==> src/rtl/adbg_wb_arbiter_if.sv <==
// ------------------------------------------------------------------
// adbg_wb_arbiter_if: Wishbone port bundle for the debug bus arbiter.
// Revision 1.0
// ------------------------------------------------------------------
`default_nettype none

interface adbg_wb_arbiter_if #(
  parameter int ADDR_WIDTH = 32,
  parameter int DATA_WIDTH = 32
) ();
  logic                    cyc;
  logic                    stb;
  logic                    we;
  logic [ADDR_WIDTH-1:0]   adr;
  logic [DATA_WIDTH-1:0]   wdat;
  logic [DATA_WIDTH/8-1:0] sel;
  logic [2:0]              cti;
  logic [1:0]              bte;
  logic [DATA_WIDTH-1:0]   rdat;
  logic                    ack;
  logic                    err;

  modport master (
    output cyc, stb, we, adr, wdat, sel, cti, bte,
    input  rdat, ack, err
  );

  modport slave (
    input  cyc, stb, we, adr, wdat, sel, cti, bte,
    output rdat, ack, err
  );
endinterface

`default_nettype wire

==> src/rtl/adbg_wb_arbiter.sv <==
// ------------------------------------------------------------------
// adbg_wb_arbiter: two-master Wishbone arbiter with fair tie-break and
// bus watchdog.  Revision 1.0
// ------------------------------------------------------------------
`default_nettype none

module adbg_wb_arbiter #(
  parameter int ADDR_WIDTH = 32,
  parameter int DATA_WIDTH = 32,
  parameter int TIMEOUT    = 255
) (
  input  logic                   wb_clk_i,
  input  logic                   wb_rst_ni,
  adbg_wb_arbiter_if.slave       m0,
  adbg_wb_arbiter_if.slave       m1,
  adbg_wb_arbiter_if.master      s,
  output logic [1:0]             gnt_o,
  output logic                   timeout_o
);

  // State encoding doubles as the one-hot grant vector.
  localparam logic [1:0] IDLE = 2'b00;
  localparam logic [1:0] GNT0 = 2'b01;
  localparam logic [1:0] GNT1 = 2'b10;

  logic [1:0] state;
  logic [1:0] state_nxt;
  logic       last_m1;
  logic       last_m1_nxt;
  logic       fire;

  always_comb begin
    state_nxt   = state;
    last_m1_nxt = last_m1;
    case (state)
      IDLE: begin
        if (m0.cyc && m1.cyc) state_nxt = last_m1 ? GNT0 : GNT1;
        else if (m0.cyc)      state_nxt = GNT0;
        else if (m1.cyc)      state_nxt = GNT1;
      end
      GNT0: begin
        if (!m0.cyc) begin
          state_nxt   = IDLE;
          last_m1_nxt = 1'b0;
        end
      end
      GNT1: begin
        if (!m1.cyc) begin
          state_nxt   = IDLE;
          last_m1_nxt = 1'b1;
        end
      end
      default: state_nxt = IDLE;
    endcase
  end

  always_ff @(posedge wb_clk_i or negedge wb_rst_ni) begin
    if (!wb_rst_ni) begin
      state   <= IDLE;
      last_m1 <= 1'b1;
    end else begin
      state   <= state_nxt;
      last_m1 <= last_m1_nxt;
    end
  end

  assign gnt_o = state;

  logic                    cyc_mux;
  logic                    stb_mux;
  logic                    we_mux;
  logic [ADDR_WIDTH-1:0]   adr_mux;
  logic [DATA_WIDTH-1:0]   dat_mux;
  logic [DATA_WIDTH/8-1:0] sel_mux;
  logic [2:0]              cti_mux;
  logic [1:0]              bte_mux;

  always_comb begin
    cyc_mux = 1'b0;
    stb_mux = 1'b0;
    we_mux  = 1'b0;
    adr_mux = '0;
    dat_mux = '0;
    sel_mux = '0;
    cti_mux = '0;
    bte_mux = '0;
    case (state)
      GNT0: begin
        cyc_mux = m0.cyc;
        stb_mux = m0.stb;
        we_mux  = m0.we;
        adr_mux = m0.adr;
        dat_mux = m0.wdat;
        sel_mux = m0.sel;
        cti_mux = m0.cti;
        bte_mux = m0.bte;
      end
      GNT1: begin
        cyc_mux = m1.cyc;
        stb_mux = m1.stb;
        we_mux  = m1.we;
        adr_mux = m1.adr;
        dat_mux = m1.wdat;
        sel_mux = m1.sel;
        cti_mux = m1.cti;
        bte_mux = m1.bte;
      end
      default: ;
    endcase
  end

  assign s.cyc  = cyc_mux;
  assign s.stb  = stb_mux;
  assign s.we   = we_mux;
  assign s.adr  = adr_mux;
  assign s.wdat = dat_mux;
  assign s.sel  = sel_mux;
  assign s.cti  = cti_mux;
  assign s.bte  = bte_mux;

  assign m0.rdat = s.rdat;
  assign m1.rdat = s.rdat;
  assign m0.ack  = s.ack & state[0];
  assign m1.ack  = s.ack & state[1];
  assign m0.err  = (s.err | fire) & state[0];
  assign m1.err  = (s.err | fire) & state[1];

  generate
    if (TIMEOUT > 0) begin : g_wdt
      localparam int CW = $clog2(TIMEOUT + 1);
      logic [CW-1:0] cnt;

      // Any slave response wins over the watchdog in the same cycle.
      assign fire = s.stb && !s.ack && !s.err && (cnt == CW'(TIMEOUT));

      always_ff @(posedge wb_clk_i or negedge wb_rst_ni) begin
        if (!wb_rst_ni)                               cnt <= '0;
        else if (!s.stb || s.ack || s.err || fire)    cnt <= '0;
        else                                          cnt <= cnt + 1'b1;
      end
    end else begin : g_no_wdt
      assign fire = 1'b0;
    end
  endgenerate

  assign timeout_o = fire;

endmodule

`default_nettype wire

==> src/flat_wrapper.sv <==
// flat-port wrapper written by rule: the top's interface ports become plain ports
module adbg_wb_arbiter_flat 
#(
  parameter int ADDR_WIDTH = 32,
  parameter int DATA_WIDTH = 32,
  parameter int TIMEOUT    = 255
)
  (wb_clk_i, wb_rst_ni, gnt_o, timeout_o, m0_cyc, m0_stb, m0_we, m0_adr, m0_wdat, m0_sel, m0_cti, m0_bte, m0_rdat, m0_ack, m0_err, m1_cyc, m1_stb, m1_we, m1_adr, m1_wdat, m1_sel, m1_cti, m1_bte, m1_rdat, m1_ack, m1_err, s_cyc, s_stb, s_we, s_adr, s_wdat, s_sel, s_cti, s_bte, s_rdat, s_ack, s_err);
  adbg_wb_arbiter_if #(.ADDR_WIDTH(ADDR_WIDTH), .DATA_WIDTH(DATA_WIDTH)) m0_i ();
  adbg_wb_arbiter_if #(.ADDR_WIDTH(ADDR_WIDTH), .DATA_WIDTH(DATA_WIDTH)) m1_i ();
  adbg_wb_arbiter_if #(.ADDR_WIDTH(ADDR_WIDTH), .DATA_WIDTH(DATA_WIDTH)) s_i ();
  input  logic wb_clk_i;
  input  logic wb_rst_ni;
  output logic [1:0] gnt_o;
  output logic timeout_o;
  input wire logic [$bits(m0_i.cyc)-1:0] m0_cyc;
  input wire logic [$bits(m0_i.stb)-1:0] m0_stb;
  input wire logic [$bits(m0_i.we)-1:0] m0_we;
  input wire logic [$bits(m0_i.adr)-1:0] m0_adr;
  input wire logic [$bits(m0_i.wdat)-1:0] m0_wdat;
  input wire logic [$bits(m0_i.sel)-1:0] m0_sel;
  input wire logic [$bits(m0_i.cti)-1:0] m0_cti;
  input wire logic [$bits(m0_i.bte)-1:0] m0_bte;
  output wire logic [$bits(m0_i.rdat)-1:0] m0_rdat;
  output wire logic [$bits(m0_i.ack)-1:0] m0_ack;
  output wire logic [$bits(m0_i.err)-1:0] m0_err;
  input wire logic [$bits(m1_i.cyc)-1:0] m1_cyc;
  input wire logic [$bits(m1_i.stb)-1:0] m1_stb;
  input wire logic [$bits(m1_i.we)-1:0] m1_we;
  input wire logic [$bits(m1_i.adr)-1:0] m1_adr;
  input wire logic [$bits(m1_i.wdat)-1:0] m1_wdat;
  input wire logic [$bits(m1_i.sel)-1:0] m1_sel;
  input wire logic [$bits(m1_i.cti)-1:0] m1_cti;
  input wire logic [$bits(m1_i.bte)-1:0] m1_bte;
  output wire logic [$bits(m1_i.rdat)-1:0] m1_rdat;
  output wire logic [$bits(m1_i.ack)-1:0] m1_ack;
  output wire logic [$bits(m1_i.err)-1:0] m1_err;
  output wire logic [$bits(s_i.cyc)-1:0] s_cyc;
  output wire logic [$bits(s_i.stb)-1:0] s_stb;
  output wire logic [$bits(s_i.we)-1:0] s_we;
  output wire logic [$bits(s_i.adr)-1:0] s_adr;
  output wire logic [$bits(s_i.wdat)-1:0] s_wdat;
  output wire logic [$bits(s_i.sel)-1:0] s_sel;
  output wire logic [$bits(s_i.cti)-1:0] s_cti;
  output wire logic [$bits(s_i.bte)-1:0] s_bte;
  input wire logic [$bits(s_i.rdat)-1:0] s_rdat;
  input wire logic [$bits(s_i.ack)-1:0] s_ack;
  input wire logic [$bits(s_i.err)-1:0] s_err;
  assign m0_i.cyc = m0_cyc;
  assign m0_i.stb = m0_stb;
  assign m0_i.we = m0_we;
  assign m0_i.adr = m0_adr;
  assign m0_i.wdat = m0_wdat;
  assign m0_i.sel = m0_sel;
  assign m0_i.cti = m0_cti;
  assign m0_i.bte = m0_bte;
  assign m0_rdat = m0_i.rdat;
  assign m0_ack = m0_i.ack;
  assign m0_err = m0_i.err;
  assign m1_i.cyc = m1_cyc;
  assign m1_i.stb = m1_stb;
  assign m1_i.we = m1_we;
  assign m1_i.adr = m1_adr;
  assign m1_i.wdat = m1_wdat;
  assign m1_i.sel = m1_sel;
  assign m1_i.cti = m1_cti;
  assign m1_i.bte = m1_bte;
  assign m1_rdat = m1_i.rdat;
  assign m1_ack = m1_i.ack;
  assign m1_err = m1_i.err;
  assign s_cyc = s_i.cyc;
  assign s_stb = s_i.stb;
  assign s_we = s_i.we;
  assign s_adr = s_i.adr;
  assign s_wdat = s_i.wdat;
  assign s_sel = s_i.sel;
  assign s_cti = s_i.cti;
  assign s_bte = s_i.bte;
  assign s_i.rdat = s_rdat;
  assign s_i.ack = s_ack;
  assign s_i.err = s_err;
  adbg_wb_arbiter #(.ADDR_WIDTH(ADDR_WIDTH), .DATA_WIDTH(DATA_WIDTH), .TIMEOUT(TIMEOUT)) u_core (.wb_clk_i(wb_clk_i), .wb_rst_ni(wb_rst_ni), .m0(m0_i), .m1(m1_i), .s(s_i), .gnt_o(gnt_o), .timeout_o(timeout_o));
endmodule
==> config.mk <==
export PLATFORM = sky130hd
export DESIGN_NAME = adbg_wb_arbiter_flat
export DESIGN_NICKNAME = d
export VERILOG_FILES = /design/src/rtl/adbg_wb_arbiter_if.sv /design/src/rtl/adbg_wb_arbiter.sv /design/src/flat_wrapper.sv
export SDC_FILE = /design/constraint.sdc
export NUM_CORES = 1
export LEC_CHECK = 0
export CAP_MARGIN = 30
export CELL_PAD_IN_SITES_DETAIL_PLACEMENT = 0
export CELL_PAD_IN_SITES_GLOBAL_PLACEMENT = 2
export CORE_ASPECT_RATIO = 1.5
export CORE_MARGIN = 3
export CORE_UTILIZATION = 10
export DETAILED_ROUTE_END_ITERATION = 6
export PLACE_DENSITY_LB_ADDON = 0.1
export SLEW_MARGIN = 20
export SYNTH_ARGS = -nofsm -noshare
export SYNTH_HDL_FRONTEND = slang
export SYNTH_SLANG_ARGS = --single-unit
==> constraint.sdc <==
create_clock -name wb_clk_i -period 5.15 [get_ports wb_clk_i]
set_input_delay 1.03 -clock wb_clk_i [delete_from_list [all_inputs] [get_ports wb_clk_i]]
set_output_delay 1.03 -clock wb_clk_i [all_outputs]
set_load 0.05 [all_outputs]
### Word level (Yosys, flattened, before mapping)

Cells that the tools add are included.

* add/subtract/negate cells: 1
* eq/ne operators: 6
* muxes and demuxes: 19
* bitwise operators: 5
* reduce and logical (&&, ||, !) cells: 14

Operators with widths (number)
* $pmux 32 s2: 2
* $mux 2: 6
* $add 8x1->8 const B: 1
* $eq 8x8->1 const B: 1
* $mux 8: 1
* $pmux 1 s2: 4
* $pmux 4 s2: 1
* $pmux 2 s3: 1
* $pmux 3 s2: 1
* $reduce_and 3->1: 2
* $and 1x1->1: 4
* $logic_and 1x1->1: 4
* $ne 2x2->1 const B: 2
* $ne 4x3->1 const B: 1
* $pmux 2 s2: 1
* $logic_not 1->1: 3
* $logic_or 1x1->1: 3
* $eq 2x1->1 const B: 1
* $eq 2x2->1 const B: 1
* $logic_not 2->1: 1
* $mux 1: 2
* $reduce_bool 2->1: 1
* $or 1x1->1: 1

* flip-flop bits (word level): 11
* bits of input ports: 188
* output and inout port bits: 147

### Logic depth before layout (Yosys ltp)

* word-level depth: 7
* gate-level depth with buffers: 7
* gate-level depth less buffers: 5

### Worst setup path before layout

No wires, ideal clock.

* kind: register -> output
* start point: register u_core.state[1], in the netlist u_core.gnt_o[1]
* end point: output m0_err
* data arrival time: 2.583 ns
* required time: 4.120 ns
* slack: 1.537 ns
* stages on the path, launching flop included: 6
* path buffers: 1
* cell sequence: dfrtp_1 > inv_1 > ha_1 > clkbuf_1 > nand2_1 > o41ai_2

* cells in the longest elaborated chain, start to end: 7
* elaborated cells on any way between the ends: 8
* those cells by class: eq/ne: 2; mux: 1; bitwise: 2; reduce/logical: 3

RTL lines
* start: declaration: line adbg_wb_arbiter.sv:26 `logic [1:0] state;`
* start signal: assignment: line adbg_wb_arbiter.sv:62 `state <= state_nxt;`
* $eq 2x2->1 or $eq 2x1->1 (tied branches): line adbg_wb_arbiter.sv:87 `case (state)`
* $pmux 1 s2 (*): line adbg_wb_arbiter.sv:87
* $logic_and 1x1->1 (*) (3 in series): line adbg_wb_arbiter.sv:134 `assign fire = s.stb && !s.ack && !s.err && (cnt == CW'(TIMEOUT));`
* $or 1x1->1 (*): line adbg_wb_arbiter.sv:125 `assign m0.err = (s.err | fire) & state[0];`
* $and 1x1->1 (*): line adbg_wb_arbiter.sv:125
* end: declaration: line flat_wrapper.sv:26 `output wire logic [$bits(m0_i.err)-1:0] m0_err;`

Every way passes the cells marked *; elsewhere a longest branch is shown, timed or not.

### Final worst setup path

* start point: input m0_stb
* end point: output m0_err

* cells in the longest elaborated chain, start to end: 6

RTL lines
* start: declaration: line flat_wrapper.sv:17 `input wire logic [$bits(m0_i.stb)-1:0] m0_stb;`
* $pmux 1 s2: line adbg_wb_arbiter.sv:87
* $logic_and 1x1->1 (3 in series): line adbg_wb_arbiter.sv:134
* $or 1x1->1: line adbg_wb_arbiter.sv:125
* $and 1x1->1: line adbg_wb_arbiter.sv:125

No other way between the ends.

==> flow_summary.toml <==
[run_status]
run_status = "complete, no violations"

[synth]
syn_inst = 307
synthesis.area_sq_um = 2280
synth_seq_area_share_pct = 12.1
yosysWarnings = 0
avgSynthCellArea_sq_um = 7.41
yosys_register_bits = 11
synthesis.nets = 499
ys_types = 29

[setup_path]
stages_on_the_worst_setup_path = 5
rr_worst_depth = 6
endpoint_kind = "output pin"
critical_path_most_common_cell = "clkdlybuf4s50_1"
cp-startpoint = "m0_stb"
cp_cell_sequence = "clkdlybuf4s50_1, a22o_1, nand2_1, o41ai_2, clkdlybuf4s50_1"
cpPeakStageDelay_ns = 0.85
critical_path_fanout_max = 3
data_arrival_time_at_the_worst_slack_endpoint_ns = 2.91
critical_path_s_top_delay_family = "buffers and inverters"
critPathSlowestCell = "clkdlybuf4s50_1"
critPathBufInv = 2
regToRegStartpoint = "u_core.gnt_o[1]"
worst_r2r_endpoint = "u_core.gnt_o[1]"
cp.required_ns = 4.12
worst_setup_path_start_kind = "input pin"
worst_setup_path_endpoint = "m0_err"
path_class = "in -> out"
reg2reg_setup_slack_ns = 3.10

[global_route]
antenna_found_initial = 0
maximum_number_of_pins_on_one_net_before_global_route_repair = 45
grt_remaining_overflow = 0
vias_in_the_first_global_route = 3003
wire_length_of_the_first_global_routing_pass_microns = 17500
gr-usage-all-layers_pct = 9.25

[route]
routed-via-count = 2808
drt-wirelength-per-cell_microns = 17.0
drt_first_pass_iters = 4
drc = 0
detail_route.wirelength_microns = 12700
initialDrtViolationCount = 103
route.antenna.remaining_nets = 0
vias_per_cell = 3.78

[sta]
actual_transition_at_the_worst_max_transition_pin_ns = 0.569
final.min_clock_period_ns = 3.94
rsz0062_at_grt = "no"
finalHoldViolations = 0
final.setup_skew_ns = 0.00158
final_max_slew_violation_count = 0
period_share_pct = 76.4
worst_slack_ns = 1.21
achievable-frequency_mhz = 254
finalSetupViolCount = 0
setup_total_negative_slack_ns = 0
fin_worst_hold_slack_ns = 0.533
worst_slew_margin_rel_pct = 61.8

[cts]
cts-buffers-inserted = 3
latest_clock_arrival_within_the_worst_skew_pair_ns = 0.24
cts_setup_buffers = 0
cts.path.max_buffers = 2
cts.reportedPaths.clkPinSlew_ns = 0.04
cts.htree.levels = 1
clock-root-buffer = "clkbuf_16"
cts_num_sinks = 11
cts-hold-fix-buffers = 0
cts_tree = "done"
number_of_gates_resized_after_cts = 0

[final_layout]
num-fill-cells = 2458
antennaDiodeCount = 0
post_route_cells_drive_above_1_share_pct = 3.86
finish.instance_area_sq_um = 4550
final_nets = 659
areaGrowthSynthToFinish_pct = 100

[place]
hpwl_microns = 10300
detailedPlace.worstSlack_ns = 1.19
port_buffers = 238
post_dp_cell_area_sq_um = 4470
place.gp.congestion = 0.712

[die]
dieArea_sq_um = 24600
die_h_microns = 191
initial_core_util_pct = 10.2
core_box_area_sq_um = 22400
die_w_microns = 129
io_pins = 335
placementRows = 67

[job]
maxCapViolCount = 0

[min_path]
hold-path-cell-count = 1
timing.hold.worst.class = "reg -> reg"

[power_and_ir_drop]
p_total_w = 0.00219
power.leakage_nw = 1.47
max_vdd_drop_mv = 0.184
power_per_cell_area_nw_per_um2 = 481
==> Yosys cell counts, drive strengths merged <==
cell | instances | area, sq um
nor2 | 4 | 15.0
dfstp | 1 | 26.3
ha | 4 | 50.1
nor3b | 1 | 7.51
nand3 | 4 | 20.0
o21ai | 3 | 15.0
a22o | 4 | 35.0
o2111ai | 1 | 8.76
clkbuf | 16 | 60.1
nor3 | 3 | 15.0
or3 | 3 | 23.8
xor2 | 2 | 17.5
inv | 6 | 22.5
o31ai | 1 | 7.51
buf | 74 | 531
a211oi | 1 | 7.51
and2 | 4 | 25.0
xnor2 | 1 | 8.76
a21oi | 4 | 20.0
nor2b | 74 | 463
nand4 | 1 | 12.5
o41ai | 2 | 32.5
or4 | 1 | 7.51
a22oi | 75 | 563
dfrtp | 10 | 250
o32ai | 1 | 8.76
nand2 | 6 | 22.5
==> where the power goes <==
| part | internal (W) | switching (W) | total [W] |
|---|---|---|---|
| Clock | 0.000104 | 0.0000399 | 0.000144 |
| Combinational | 0.000715 | 0.00121 | 0.00193 |
| Sequential | 0.000101 | 0.0000156 | 0.000117 |
| Total | 0.000920 | 0.00127 | 0.00219 |
==> area by class of cell <==
cell class,count,area (sq um),area share [%]
clock buffers,4,78.8,1.73
inverters,6,22.5,0.495
well taps,276,345,7.59
repair buffers,245,2430,53.5
multi-input cells,200,1390,30.6
flip-flops and latches,11,277,6.07
==> layer usage <==
layer,routed length [microns],GRT usage (%)
met1,3930,8.34
met2,7560,20.0
met3,839,1.65
met4,323,2.43
met5,0,0
==> state kept, by name (all words and copies together) (netlist names) <==
register,flops
u_core.gnt_o,2
u_core.g_wdt.cnt,8
u_core.last_m1,1
==> worst min-delay path by stage <==
stage                              startpoint             endpoint  slack (ns)
after floorplan           u_core.g_wdt.cnt[0]  u_core.g_wdt.cnt[0]        0.49
after global placement    u_core.g_wdt.cnt[0]  u_core.g_wdt.cnt[0]        0.53
after detailed placement  u_core.g_wdt.cnt[0]  u_core.g_wdt.cnt[0]        0.54
after CTS                 u_core.g_wdt.cnt[0]  u_core.g_wdt.cnt[0]        0.54
after global routing      u_core.g_wdt.cnt[0]  u_core.g_wdt.cnt[0]        0.55
final                     u_core.g_wdt.cnt[0]  u_core.g_wdt.cnt[0]        0.53
==> kinds of logic after synthesis <==
| kind of cell | share of synthesized area (%) |
|---|---|
| XOR/XNOR | 1.15 |
| flip-flops | 12.1 |
| AND/OR/NAND/NOR | 26.9 |
| buffers and inverters | 26.9 |
| AO/OA/AOI/OAI | 30.7 |
| adder cells (fa/ha/maj) | 2.20 |
==> stage by stage <==
step,utilization [%],cells
2_1_floorplan,-,307
3_3_place_gp,20.0,738
3_5_place_dp,20.0,738
4_1_cts,20.3,742
5_1_grt,20.3,742
6_report,20.3,742
==> worst reg2reg max path: stages, from the launching register on <==
cell and delay, ns:
dfrtp_1 0.46, inv_1 0.21, ha_2 0.26, buf_4 0.40, a22o_1 0.31, o32ai_1 0.11, a22o_1 0.18
==> layout by cell type, fill, tap and decap left out <==
cell,Yosys,routed
a211oi_1,1,1
nand2_1,6,6
inv_1,6,6
or3_4,1,1
buf_4,64,7
ha_1,4,1
o21ai_0,3,3
o32ai_1,1,1
o41ai_2,2,2
nor2_1,4,4
a21oi_1,4,4
a22o_1,4,4
nand4_2,1,1
xor2_1,2,2
a22oi_1,75,75
and2_1,4,4
or4_1,1,1
or3_1,2,2
xnor2_1,1,1
ha_2,0,3
clkbuf_1,16,1
nor3b_1,1,1
nand3_1,4,4
o31ai_1,1,1
nor2b_1,74,74
clkdlybuf4s50_1,0,238
dfstp_2,1,1
o2111ai_1,1,1
dfrtp_1,10,10
clkbuf_16,0,3
nor3_1,3,3
Note: power is estimated with default switching activity, not from simulation.
